**src/rtl/photonic_gate_pkg.sv**
```systemverilog
// Shared types and defaults for the photonic switch gate timing generator.
package photonic_gate_pkg;

  localparam int CNT_W_DEF   = 7;
  localparam int HOLDOFF_DEF = 2;

  typedef enum logic [1:0] {
    ST_IDLE    = 2'd0,
    ST_DELAY   = 2'd1,
    ST_ACTIVE  = 2'd2,
    ST_HOLDOFF = 2'd3
  } gate_state_e;

endpackage

```
**src/rtl/photonic_gate_gen_trig_edge_det.sv**
```systemverilog
// Rising-edge detector: registered previous level, combinational one-cycle rise.
module trig_edge_det (
  input  logic clk_i,
  input  logic rst_ni,
  input  logic trig_i,
  output logic rise_o
);

  logic trig_prev_q;

  always_ff @(posedge clk_i or negedge rst_ni) begin
    if (!rst_ni) begin
      trig_prev_q <= 1'b0;
    end else begin
      trig_prev_q <= trig_i;
    end
  end

  assign rise_o = trig_i & ~trig_prev_q;

endmodule

```
**src/rtl/photonic_gate_gen.sv**
```systemverilog
// Gate timing generator: trigger edge -> programmed delay -> gate pulse -> holdoff.
// Optional PHOTONIC_GATE_RETRIG_EN: a trigger level still high at holdoff exit re-arms directly.
module photonic_gate_gen
  import photonic_gate_pkg::*;
#(
  parameter int CNT_W   = CNT_W_DEF,
  parameter int HOLDOFF = HOLDOFF_DEF
) (
  input  logic             counter_clk,
  input  logic             reset_n,
  input  logic             trig,
  input  logic             cfg_load,
  input  logic [CNT_W-1:0] delay_cfg,
  input  logic [CNT_W-1:0] width_cfg,
  output logic [CNT_W-1:0] count,
  output logic             gate,
  output logic             done,
  output logic             busy,
  output logic             retrig_err
);

  localparam logic [CNT_W-1:0] HOLD_LAST = CNT_W'(HOLDOFF - 1);
  localparam logic [CNT_W-1:0] CNT_ONE   = CNT_W'(1);

  gate_state_e      state_q;
  logic [CNT_W-1:0] count_q;
  logic [CNT_W-1:0] delay_q;
  logic [CNT_W-1:0] width_q;
  logic             gate_q;
  logic             done_q;
  logic             retrig_err_q;
  logic             trig_rise;
  logic [CNT_W-1:0] width_last;

  trig_edge_det u_trig_edge_det (
    .clk_i  (counter_clk),
    .rst_ni (reset_n),
    .trig_i (trig),
    .rise_o (trig_rise)
  );

  // A zero width is treated as one cycle, so the last active count is 0.
  assign width_last = (width_q == '0) ? '0 : (width_q - CNT_ONE);

  always_ff @(posedge counter_clk or negedge reset_n) begin
    if (!reset_n) begin
      state_q      <= ST_IDLE;
      count_q      <= '0;
      delay_q      <= '0;
      width_q      <= '0;
      gate_q       <= 1'b0;
      done_q       <= 1'b0;
      retrig_err_q <= 1'b0;
    end else begin
      done_q <= 1'b0;
      if (trig_rise && (state_q != ST_IDLE)) begin
        retrig_err_q <= 1'b1;
      end
      case (state_q)
        ST_IDLE: begin
          if (cfg_load) begin
            delay_q      <= delay_cfg;
            width_q      <= width_cfg;
            retrig_err_q <= 1'b0;
          end
          if (trig_rise) begin
            state_q <= ST_DELAY;
            count_q <= '0;
          end
        end
        ST_DELAY: begin
          if (count_q == delay_q) begin
            state_q <= ST_ACTIVE;
            count_q <= '0;
            gate_q  <= 1'b1;
          end else begin
            count_q <= count_q + CNT_ONE;
          end
        end
        ST_ACTIVE: begin
          if (count_q == width_last) begin
            state_q <= ST_HOLDOFF;
            count_q <= '0;
            gate_q  <= 1'b0;
            done_q  <= 1'b1;
          end else begin
            count_q <= count_q + CNT_ONE;
          end
        end
        ST_HOLDOFF: begin
          if (count_q == HOLD_LAST) begin
            count_q <= '0;
`ifdef PHOTONIC_GATE_RETRIG_EN
            state_q <= trig ? ST_DELAY : ST_IDLE;
`else
            state_q <= ST_IDLE;
`endif
          end else begin
            count_q <= count_q + CNT_ONE;
          end
        end
        default: begin
          state_q <= ST_IDLE;
          count_q <= '0;
          gate_q  <= 1'b0;
        end
      endcase
    end
  end

  assign count      = count_q;
  assign gate       = gate_q;
  assign done       = done_q;
  assign busy       = (state_q != ST_IDLE);
  assign retrig_err = retrig_err_q;

endmodule

```
**config.mk**
```make
export PLATFORM = sky130hd
export DESIGN_NAME = photonic_gate_gen
export DESIGN_NICKNAME = d
export VERILOG_FILES = /design/src/rtl/photonic_gate_pkg.sv /design/src/rtl/photonic_gate_gen_trig_edge_det.sv /design/src/rtl/photonic_gate_gen.sv
export SDC_FILE = /design/constraint.sdc
export NUM_CORES = 1
export LEC_CHECK = 0
export ABC_AREA = 1
export BUFFER_PORTS_ARGS = -buffer_cell sky130_fd_sc_hd__buf_2
export CAP_MARGIN = 20
export CORE_ASPECT_RATIO = 1.4
export CORE_MARGIN = 3
export CORE_UTILIZATION = 25
export CTS_CLUSTER_SIZE = 30
export DETAILED_ROUTE_END_ITERATION = 8
export PLACE_DENSITY_LB_ADDON = 0.08
export SLEW_MARGIN = 20
export SYNTH_ARGS = -nofsm -noshare
export SYNTH_HDL_FRONTEND = slang
export SYNTH_SLANG_ARGS = --single-unit
export TNS_END_PERCENT = 10
```
**constraint.sdc**
```tcl
create_clock -name counter_clk -period 2.1 [get_ports counter_clk]
set_clock_uncertainty 0.15 [all_clocks]
set_input_delay 0.105 -clock counter_clk [delete_from_list [all_inputs] [get_ports counter_clk]]
set_output_delay 0.105 -clock counter_clk [all_outputs]
set_load 0.01 [all_outputs]
```
; ---- Word level (Yosys, flattened, before mapping)
; Cells that the tools add are included.
[word_totals]
register_bits = 27
input_bits = 18
word_cells = 49
[classes]
n_addsub = 2
n_eq_ne = 10
muxes = 19
bitwise_logic = 2
reduce_logical = 8
[op_table]
columns = operator, count
row1 = 2-to-1 mux 7 bit, 5
row2 = case mux 7 bit (4 select lines), 1
row3 = equality test 7 bit, 2
row4 = 2-to-1 mux 2 bit, 4
row5 = "inequality test 2 bit, second input constant", 4
row6 = case mux 2 bit (4 select lines), 1
row7 = "adder 7 x 1 -> 7 bit, second input constant", 1
row8 = "equality test 7 x 1 -> 1 bit, second input constant", 1
row9 = zero test 7 bit, 1
row10 = 2-to-1 mux 1 bit, 7
row11 = "subtractor 7 x 1 -> 7 bit, second input constant", 1
row12 = "equality test 2 bit, second input constant", 2
row13 = AND reduction 4 bit, 1
row14 = nonzero test 2 bit, 2
row15 = AND reduction 3 bit, 1
row16 = "equality test 2 x 1 -> 1 bit, second input constant", 1
row17 = zero test 2 bit, 1
row18 = case mux 1 bit (2 select lines), 1
row19 = AND reduction 2 bit, 1
row20 = AND 1 bit, 1
row21 = logical AND 1 bit, 1
row22 = inverter 1 bit, 1

; ---- Logic depth before layout (Yosys ltp)
; Gate-level depths: netlist (run 1).
[logic_depth]
ltp_word = 6
ltp_mapped = 15

; ---- Modules after synthesis
; From an unflattened synthesis (run 1), not the netlist that was laid out.
[hier_totals]
cells_unflattened = 196
area_unflattened_um2 = 1611.5
[modules_own_cells]
columns = module, n_inst, cells_per_inst, area_each_um2, seq_area_each_um2
row1 = photonic_gate_gen, 1, 193, 1576.5, 650.6
row2 = trig_edge_det, 1, 3, 35.0, 25.0

; ---- Worst setup path before layout (run 1)
; No wires, ideal clock.
[synth_timing]
path_type = reg-to-reg
start = register width_q[0]
end = register count_q[2], in the netlist count[2]
setup_ps = 124
arrival_time_ps = 1725
required_time_ps = 1826
slack_ps = 101
stages_incl_launch_ff = 15
path_buffers = 1
synth_period_minus_slack_ps = 1999
path_cell_list = dfrtp_1 > inv_2 > ha_1 > inv_2 > nor2_4 > nand3_4 > buf_6 > nand3_2 > nand2_2 > nor2_2 > nand2_2 > o21bai_4 > nand2_4 > nand2_1 > o21ai_1
[synth_between]
elab_chain_len = 5
[synth_rtl]
columns = element, line
row1 = from (decl), photonic_gate_gen.sv:28  ; logic [CNT_W-1:0] width_q;
row2 = from (signal assigned), photonic_gate_gen.sv:63  ; width_q <= width_cfg;
row3 = subtractor 7 x 1 -> 7 bit / zero test 7 bit (equally long branches), photonic_gate_gen.sv:43  ; assign width_last = (width_q == '0) ? '0 : (width_q - CNT_ONE);
row4 = 2-to-1 mux 7 bit *, photonic_gate_gen.sv:43
row5 = equality test 7 bit *, photonic_gate_gen.sv:81  ; if (count_q == width_last) begin
row6 = 2-to-1 mux 7 bit *, photonic_gate_gen.sv:81
row7 = case mux 7 bit (4 select lines) *, photonic_gate_gen.sv:59  ; case (state_q)
row8 = to (signal assigned), photonic_gate_gen.sv:77  ; count_q <= count_q + CNT_ONE;
row9 = to (signal assigned), photonic_gate_gen.sv:87  ; count_q <= count_q + CNT_ONE;
row10 = to (signal assigned), photonic_gate_gen.sv:99  ; count_q <= count_q + CNT_ONE;
row11 = to (decl), photonic_gate_gen.sv:26  ; logic [CNT_W-1:0] count_q;
; Mark *: on every way between the ends. The rest lies on a longest branch, timed or not.
; A chain may end at the register's enable or synchronous reset.

; ---- Worst setup path after layout (run 1)
[layout_timing]
start = register width_q[0]
end = register count_q[5], in the netlist count[5]
; The elaborated chain is that of the path after synthesis.

==> flow_summary.toml, run 1 <==
[global_routing]
gr-usage-all-layers_pct = 12.6
antenna_found_initial = 0
overflow = 0
grt_max_degree = 28
first_global_vias = 1664
grt_pass1_wl_um = 7620

[power_and_ir_drop]
peakVddDrop_v = 0.000445
powerDensity_mw_per_mm2 = 1200
power_leakage_uw = 0.00109
p_total_uw = 2690

[timing]
max_freq_mhz = 510
maxSlewHeadroom_pct = 54.4
worst_slew_pin_slew_ps = 684
period_minus_slack_ps = 1960
setup_viol = 0
period_share_pct = 93.4
final_hold_viol_count = 0
rsz0062_at_grt = "yes"
drv_slew = 0

[final_layout]
drive_gt1_share_pct = 31.4
fin_util_pct = 33.9
syn_to_final_growth_pct = 31.2
final_nets = 287
antenna_cells = 0
nFillCells = 702

[setup_path]
cp-start-kind = "flop"
ff2ff_setup_slack_ps = 140
arrival_ps = 1990
crit_chain = "inv_2 > ha_4 > inv_2 > nor2_4 > nand3_4 > nand4_1 > nand2_1 > nor2_2 > nand2_2 > o21bai_4 > nand2_4 > nand2_1 > o21ai_1"
r2r-start = "width_q[0]"
cp_slowest_stage_delay_ps = 390
r2r_end = "count[5]"
worst-endpoint-required_ps = 2130
cp-end-kind = "flop"
critPathSlowestCell = "dfrtp_1"
rr_worst_depth = 13
cp_max_fo = 7
crit_family = "simple AND/OR/NAND/NOR gates"
critPathKind = "reg -> reg"
path_buf_inv = 2

[clocking]
tritoncts = "done"
cts_max_path_buffers = 2
cts_buffers = 3
clkLatencyLatePin_ps = 290
post_cts_buffers = 0
clk_pin_slew_ps = 110
ctsHtreeMaxLevel = 1
root_buffer = "clkbuf_8"
cts_sinks = 27

[placed_design]
io_buffers = 28
place_congestion = 0.802
hpwl_um = 3410

[logic_synthesis]
synth_edf_count = 0
syn_area_mm2 = 0.00171
ys_seq_area_share_pct = 39.6
yosysWarningCount = 0
synth.net_count = 233
synth_area_leaders = "dfrtp_1, nand2_1, mux2_2, ha_1, nor2_1"
synth_top_area_share_pct = 39.6
postSynthAreaPerCell_um2 = 8.21
ys_ff_latch = 27
postSynthCellCount = 208
ys_types = 29
synthArstFlopShare_pct = 100
synth_ff_type = "dfrtp_1"
yosys.area.top_type = "dfrtp_1"

[routing]
dr.pass1.iters = 4
ant_nets = 0
drc = 0
drt-initial-drc-count = 27
vias_per_cell = 4.32
routed_wl_um = 4500
dr_total_vias = 1524
avgRoutedWirePerCell_um = 12.7

[floorplan]
die_width_um = 75.9
dieHeight_um = 104
start_util_pct = 25.8
ios = 29
die_area_mm2 = 0.00787
fp.coreArea_mm2 = 0.00661
row_count = 35

[flow_run]
max_cap_viol_count = 0

[min_path]
whs_endpoint = "retrig_err"
min_path_cells = 4
min-delay-start = "cfg_load"
hp-class = "in -> reg"

[run_status]
outcome = "finished, final reports clean"
how the worst max path moves through the flow:
stage	from	end	slack, ps	depth (start not counted)
finish	width_q[0]	count[5]	140	13
global route	width_q[0]	count[2]	-70	15
CTS	width_q[1]	count[5]	30	15
detailed placement	width_q[1]	count[5]	50	15
global placement	width_q[1]	count[5]	80	15
floorplan	width_q[0]	count[2]	100	14
metal layers:
metal,track usage (%),vias to the layer above,wire length (um)
li1,-,792,-
met1,14.1,705,1800
met3,2.04,7,118
met5,0,-,0
met2,22.5,20,2460
met4,5.38,0,117
metrics by stage:
stage	instance area (um^2)	setup slack, ps	cells	setup TNS (ps)	hold WS (ps)
2_1_floorplan	1710	101	208	0	-341
3_3_place_gp	2000	76.5	332	0	45.0
3_5_place_dp	2000	52.7	332	0	52.3
4_1_cts	2210	34.3	352	0	129
5_1_grt	2240	-72.1	353	-345	141
6_report	2240	139	353	0	133
logic make-up (layout without fill, tap and decap cells):
logic type | Yosys count | count (layout) | synth area share [%]
simple gates | 114 | 115 | 33.0
mux | 9 | 9 | 5.93
fa+ha+maj | 7 | 7 | 5.13
xor+xnor | 7 | 7 | 3.59
compound gates | 17 | 17 | 6.37
buf+inv | 27 | 79 | 6.37
flops | 27 | 27 | 39.6
power breakdown:
| part | switching (uW) | internal [uW] |
|---|---|---|
| clock | 188 | 135 |
| combinational | 808 | 639 |
| sequential | 201 | 719 |
| total | 1200 | 1490 |
what timing repair did:
item,4_1_cts,5_1_grt
gates resized for setup,0,6
endpoints found under the setup margin,0,10
endpoints found under the hold margin,42,0
hold buffers,16,0
cell usage in the layout, fill, tap and decap left out:
cell type / synthesis / layout
dfrtp_1: 27 / 25
dfrtp_2: 0 / 2
inv_1: 15 / 14
nor3_1: 4 / 4
a21oi_2: 1 / 1
nand3_1: 14 / 14
clkinvlp_4: 0 / 1
nand2_1: 51 / 50
mux2_2: 9 / 9
nand3_2: 6 / 7
buf_4: 0 / 9
xnor2_1: 3 / 3
ha_4: 0 / 1
buf_2: 0 / 28
nor2_2: 3 / 3
o21ai_1: 5 / 5
inv_2: 7 / 8
a21oi_1: 7 / 7
clkbuf_8: 0 / 3
dlygate4sd3_1: 0 / 16
o21ai_0: 1 / 1
xor2_1: 4 / 4
nor4_1: 2 / 2
ha_1: 7 / 6
o31a_1: 1 / 1
o21bai_4: 1 / 1
nand2_2: 4 / 5
o21a_1: 1 / 1
nor2_4: 2 / 2
nand4_1: 6 / 6
nor2_1: 19 / 19
nand2_4: 1 / 1
or2_1: 1 / 1
nand3_4: 1 / 1
cell usage after synthesis, types with 5 or more instances:
| master | count |
|---|---|
| a21oi_1 | 7 |
| dfrtp_1 | 27 |
| ha_1 | 7 |
| inv_1 | 15 |
| inv_2 | 7 |
| mux2_2 | 9 |
| nand2_1 | 51 |
| nand3_1 | 14 |
| nand3_2 | 6 |
| nand4_1 | 6 |
| nor2_1 | 19 |
| o21ai_1 | 5 |
layout make-up:
cell class | instances | area (um^2) | area share [%]
clock buffer | 3 | 41.3 | 1.84
clock inverter | 1 | 7.51 | 0.335
multi-input combinational | 155 | 948 | 42.3
sequential | 27 | 678 | 30.3
timing repair buffer | 53 | 368 | 16.4
inverter | 22 | 82.6 | 3.69
tap | 92 | 115 | 5.14
worst min-delay path, stage by stage:
cell and delay, ps:
buf_2 80, nand2_1 40, buf_4 200, o21a_1 120
flip-flops by register name, indices dropped and copies added (netlist names):
register and flops:
count 7, delay_q 7, width_q 7, state_q 2, done 1, gate 1, retrig_err 1, u_trig_edge_det.trig_prev_q 1
Note: power is estimated with default switching activity, not from simulation.
==> inputs of run 2 (changes only) <==
Settings changed: BUFFER_PORTS_ARGS -buffer_cell sky130_fd_sc_hd__buf_2 to -buffer_cell sky130_fd_sc_hd__buf_4.
==> flow_summary.toml, run 2 (same netlist as run 1, synthesis figures left out) <==
[routing]
vias_per_cell = 4.27
routed_wl_um = 4560
avgRoutedWirePerCell_um = 12.8
ant_nets = 0
drc = 0
drt-initial-drc-count = 36
dr.pass1.iters = 4
dr_total_vias = 1521

[final_layout]
antenna_cells = 0
drive_gt1_share_pct = 34.8
syn_to_final_growth_pct = 38.9
fin_util_pct = 35.9
final_cell_mix = "nand2_1, buf_4, dfrtp_1"
layout_commonest_cell = "nand2_1"
final_nets = 290

[floorplan]
start_util_pct = 25.8
ios = 29
dieHeight_um = 104
row_count = 35
die_area_mm2 = 0.00787
fp.coreArea_mm2 = 0.00661
die_width_um = 75.9

[placed_design]
io_buffers = 28
place_congestion = 0.779
pre_cts_ws_ps = 47.3
hpwl_um = 3430

[timing]
setup_viol = 0
period_minus_slack_ps = 2000
rsz0062_at_grt = "yes"
final_hold_viol_count = 0
drv_slew = 0
period_share_pct = 95.4
worst_slew_pin_slew_ps = 381
postLayoutSetupSlackWorst_ps = 96.6
maxSlewHeadroom_pct = 74.6
tns_ps = 0
max_freq_mhz = 499

[power_and_ir_drop]
power_leakage_uw = 0.00115
powerDensity_mw_per_mm2 = 1180
peakVddDrop_v = 0.000440

[setup_path]
critPathKind = "reg -> reg"
cp-end-kind = "flop"
cp-start-kind = "flop"
r2r-start = "width_q[1]"
r2r_end = "count[2]"
cp_max_fo = 7
rr_worst_depth = 13
arrival_ps = 2020
ff2ff_setup_slack_ps = 100
worst-endpoint-required_ps = 2120

[global_routing]
antenna_found_initial = 0
gr-usage-all-layers_pct = 12.4
first_global_vias = 1588
grt_pass1_wl_um = 7490
overflow = 0
grt_max_degree = 28

[clocking]
cts_sinks = 27
cts_max_path_buffers = 2
clkLatencyLatePin_ps = 280
cts_buffers = 3
clk_pin_slew_ps = 100
tritoncts = "done"
ctsHtreeMaxLevel = 1
root_buffer = "clkbuf_8"

[run_status]
outcome = "finished, final reports clean"

[flow_run]
max_cap_viol_count = 0

[min_path]
hp-class = "in -> async"
-- run 2: cell types whose count changed in the layout (fill, tap and decap cells not counted), sizes merged --
cell,previous run,this run
buf,37,40
clkinvlp,1,0
clkinv,0,1
-- run 2: per-layer routing --
metal	part of all wire (%)	wire (um)	GRT usage (%)
met5	0	0	0
met4	1.8	84	4.88
met3	2.3	104	1.75
met2	54	2440	20.8
met1	42	1930	15.4
-- run 2: power breakdown --
| part | total (uW) | internal, uW | leakage (uW) | switching (uW) |
|---|---|---|---|---|
| Sequential | 927 | 719 | 0.000329 | 208 |
| Clock | 317 | 134 | 0.0000255 | 183 |
| Combinational | 1560 | 700 | 0.000794 | 855 |
-- run 2: worst max path at each step --
stage	from	endpoint	slack, ps	cells past startpoint
2_1_floorplan	width_q[0]	count[2]	100	14
3_3_place_gp	width_q[1]	count[2]	70	15
3_5_place_dp	width_q[1]	count[5]	50	15
4_1_cts	width_q[1]	count[2]	30	15
5_1_grt	width_q[1]	count[1]	-70	14
6_report	width_q[1]	count[2]	100	13
-- run 2: worst max-delay path: stages (launching register included) --
cell      delay (ps)
dfrtp_1          400
inv_2             80
ha_4             150
inv_2             40
nor2_4           110
nand3_4          120
nand4_1           90
nand2_1           70
nor2_2           110
nand2_2           90
o21bai_4         200
nand2_4          120
nand2_1           80
o21ai_1           60
-- run 2: through the flow --
step	instances	area, um^2	hold WS (ps)	total power [uW]
2_1_floorplan	208	1710	-341	1930
3_3_place_gp	333	2080	-84.6	2390
3_5_place_dp	333	2080	-85.2	2400
4_1_cts	353	2290	137	2760
5_1_grt	356	2370	151	3100
6_report	356	2370	132	2800
-- run 2: cell type report --
type,count,area [um^2]
fill,711,4240
multi-input combinational,155,986
sequential,27,678
timing repair buffer,56,464
tap,92,115
inverter,22,82.6
clock buffer,3,41.3
clock inverter,1,5.00
-- run 2: what timing repair did --
action	4_1_cts	5_1_grt
endpoints found under the hold margin	42	0
gates resized for setup	0	16
buffers inserted	0	2
setup endpoints to repair	0	10
hold buffers	16	0
==> inputs of run 3 (changes only) <==
Settings changed: CORE_UTILIZATION 25 to 56.
Clock period 2.1 ns to 1.9 ns, I/O delays scaled along.
==> flow_summary.toml, run 3 (same netlist as run 1, synthesis figures left out) <==
[run_status]
outcome = "complete, but fails checks"
violations = "negative setup slack"

[floorplan]
row_count = 23
die_width_um = 52.7
start_util_pct = 59.3
die_area_mm2 = 0.00376
dieHeight_um = 71.3
fp.coreArea_mm2 = 0.00288
ios = 29

[flow_run]
max_cap_viol_count = 0

[timing]
maxSlewHeadroom_pct = 76.6
rsz0062_at_grt = "yes"
drv_slew = 0
max_freq_mhz = 491
period_minus_slack_ps = 2040
holdWs_ps = 105
worst_slew_pin_slew_ps = 351
postLayoutSetupSlackWorst_ps = -138
tns_ps = -981
setup_viol = 9
final_hold_viol_count = 0
period_share_pct = 107

[global_routing]
grt_pass1_wl_um = 6980
overflow = 0
gr-usage-all-layers_pct = 24.6
grt_max_degree = 28
first_global_vias = 1724
antenna_found_initial = 0

[power_and_ir_drop]
p_total_uw = 3140
powerDensity_mw_per_mm2 = 1370
power_leakage_uw = 0.00113
peakVddDrop_v = 0.00101

[clocking]
ctsHtreeMaxLevel = 1
tritoncts = "done"
clkLatencyLatePin_ps = 270
cts_buffers = 3
cts_max_path_buffers = 2
root_buffer = "clkbuf_8"
clk_pin_slew_ps = 90
cts_sinks = 27

[setup_path]
critPathKind = "reg -> reg"
critPathSlowestCell = "dfrtp_1"
crit_path_start = "width_q[1]"
cp-start-kind = "flop"
arrival_ps = 2060
timing.critical_path.to = "count[1]"
rr_worst_depth = 15
crit_family = "simple AND/OR/NAND/NOR gates"
cp_max_fo = 7
worst-endpoint-required_ps = 1920
cp_slowest_stage_delay_ps = 370
crit_top_cell = "nand2_2"
r2r_end = "count[1]"
worst-path-stages = 15
ff2ff_setup_slack_ps = -140
path_buf_inv = 3
crit_chain = "inv_2 > ha_4 > inv_2 > nor2_4 > buf_4 > nand3_4 > nand2_1 > nand2_2 > nand2_2 > nor2_4 > nand2_4 > o21bai_4 > nand2_4 > nand2_2 > o21ai_2"
r2r-start = "width_q[1]"
cp-end-kind = "flop"

[routing]
dr_total_vias = 1620
drc = 0
dr.pass1.iters = 4
ant_nets = 0
routed_wl_um = 4230
drt-initial-drc-count = 57
vias_per_cell = 5.40
avgRoutedWirePerCell_um = 14.1

[final_layout]
antenna_cells = 0
syn_to_final_growth_pct = 33.9
layout_commonest_cell = "nand2_1"
nFillCells = 220
final_nets = 289
final_cell_mix = "nand2_1, buf_4, dfrtp_1"
drive_gt1_share_pct = 33.8

[placed_design]
io_buffers = 28
place_congestion = 0.804
hpwl_um = 3140

[min_path]
hp-class = "in -> reg"
min-delay-start = "cfg_load"
==> run 3: per-layer routing <==
layer / GRT usage, % / part of all wire [%]
met1: 24.0 / 35
met2: 49.0 / 59
met3: 3.33 / 3.7
met4: 9.09 / 2.5
met5: 0 / 0
==> run 3: power breakdown <==
| part | switching, uW | leakage, uW | internal (uW) |
|---|---|---|---|
| Clock | 179 | 0.0000228 | 151 |
| Combinational | 1010 | 0.000773 | 788 |
| Sequential | 217 | 0.000331 | 791 |
| Total | 1410 | 0.00113 | 1730 |
==> run 3: how the worst min path moves through the flow <==
stage	to	slack, ps	depth (start not counted)
after floorplan	count[0]	-350	0
after global placement	width_q[2]	-120	1
after detailed placement	width_q[2]	-120	1
after CTS	retrig_err	110	4
after global routing	retrig_err	120	4
final	retrig_err	110	4
==> run 3: timing repair <==
item                                    in CTS  in global routing
buffers inserted                             0                  2
hold buffers                                16                  0
gates cloned                                 1                  0
resized for setup                            0                 12
endpoints found under the setup margin       9                 11
pin swaps                                    2                  6
endpoints found under the hold margin       42                  0
==> run 3: cell type report <==
cell class	count	area [um^2]	share of cell area [%]
clock buffer	4	45.0	1.97
inverter	22	82.6	3.61
multi-input combinational	155	985	43.1
sequential	27	676	29.5
tap	37	46.3	2.02
timing repair buffer	55	453	19.8
==> run 3: worst register-to-register path: stages, from the launching register on <==
cell	delay [ps]
dfrtp_1	370
inv_2	60
ha_4	170
inv_2	60
nor2_4	40
buf_4	140
nand3_4	80
nand2_1	80
nand2_2	60
nand2_2	60
nor2_4	120
nand2_4	70
o21bai_4	180
nand2_4	120
nand2_2	110
o21ai_2	50
==> run 3: per-stage QoR <==
stage                     std cells  setup WS (ps)  util (%)  instance area [um^2]
after global placement          277          -11.8      70.1                  2020
final                           300           -138      79.5                  2290
after floorplan                 208          -20.3         -                  1720
after detailed placement        277          -81.9      70.1                  2020
after global routing            300           -296      79.5                  2290
after CTS                       298          -78.4      77.6                  2230
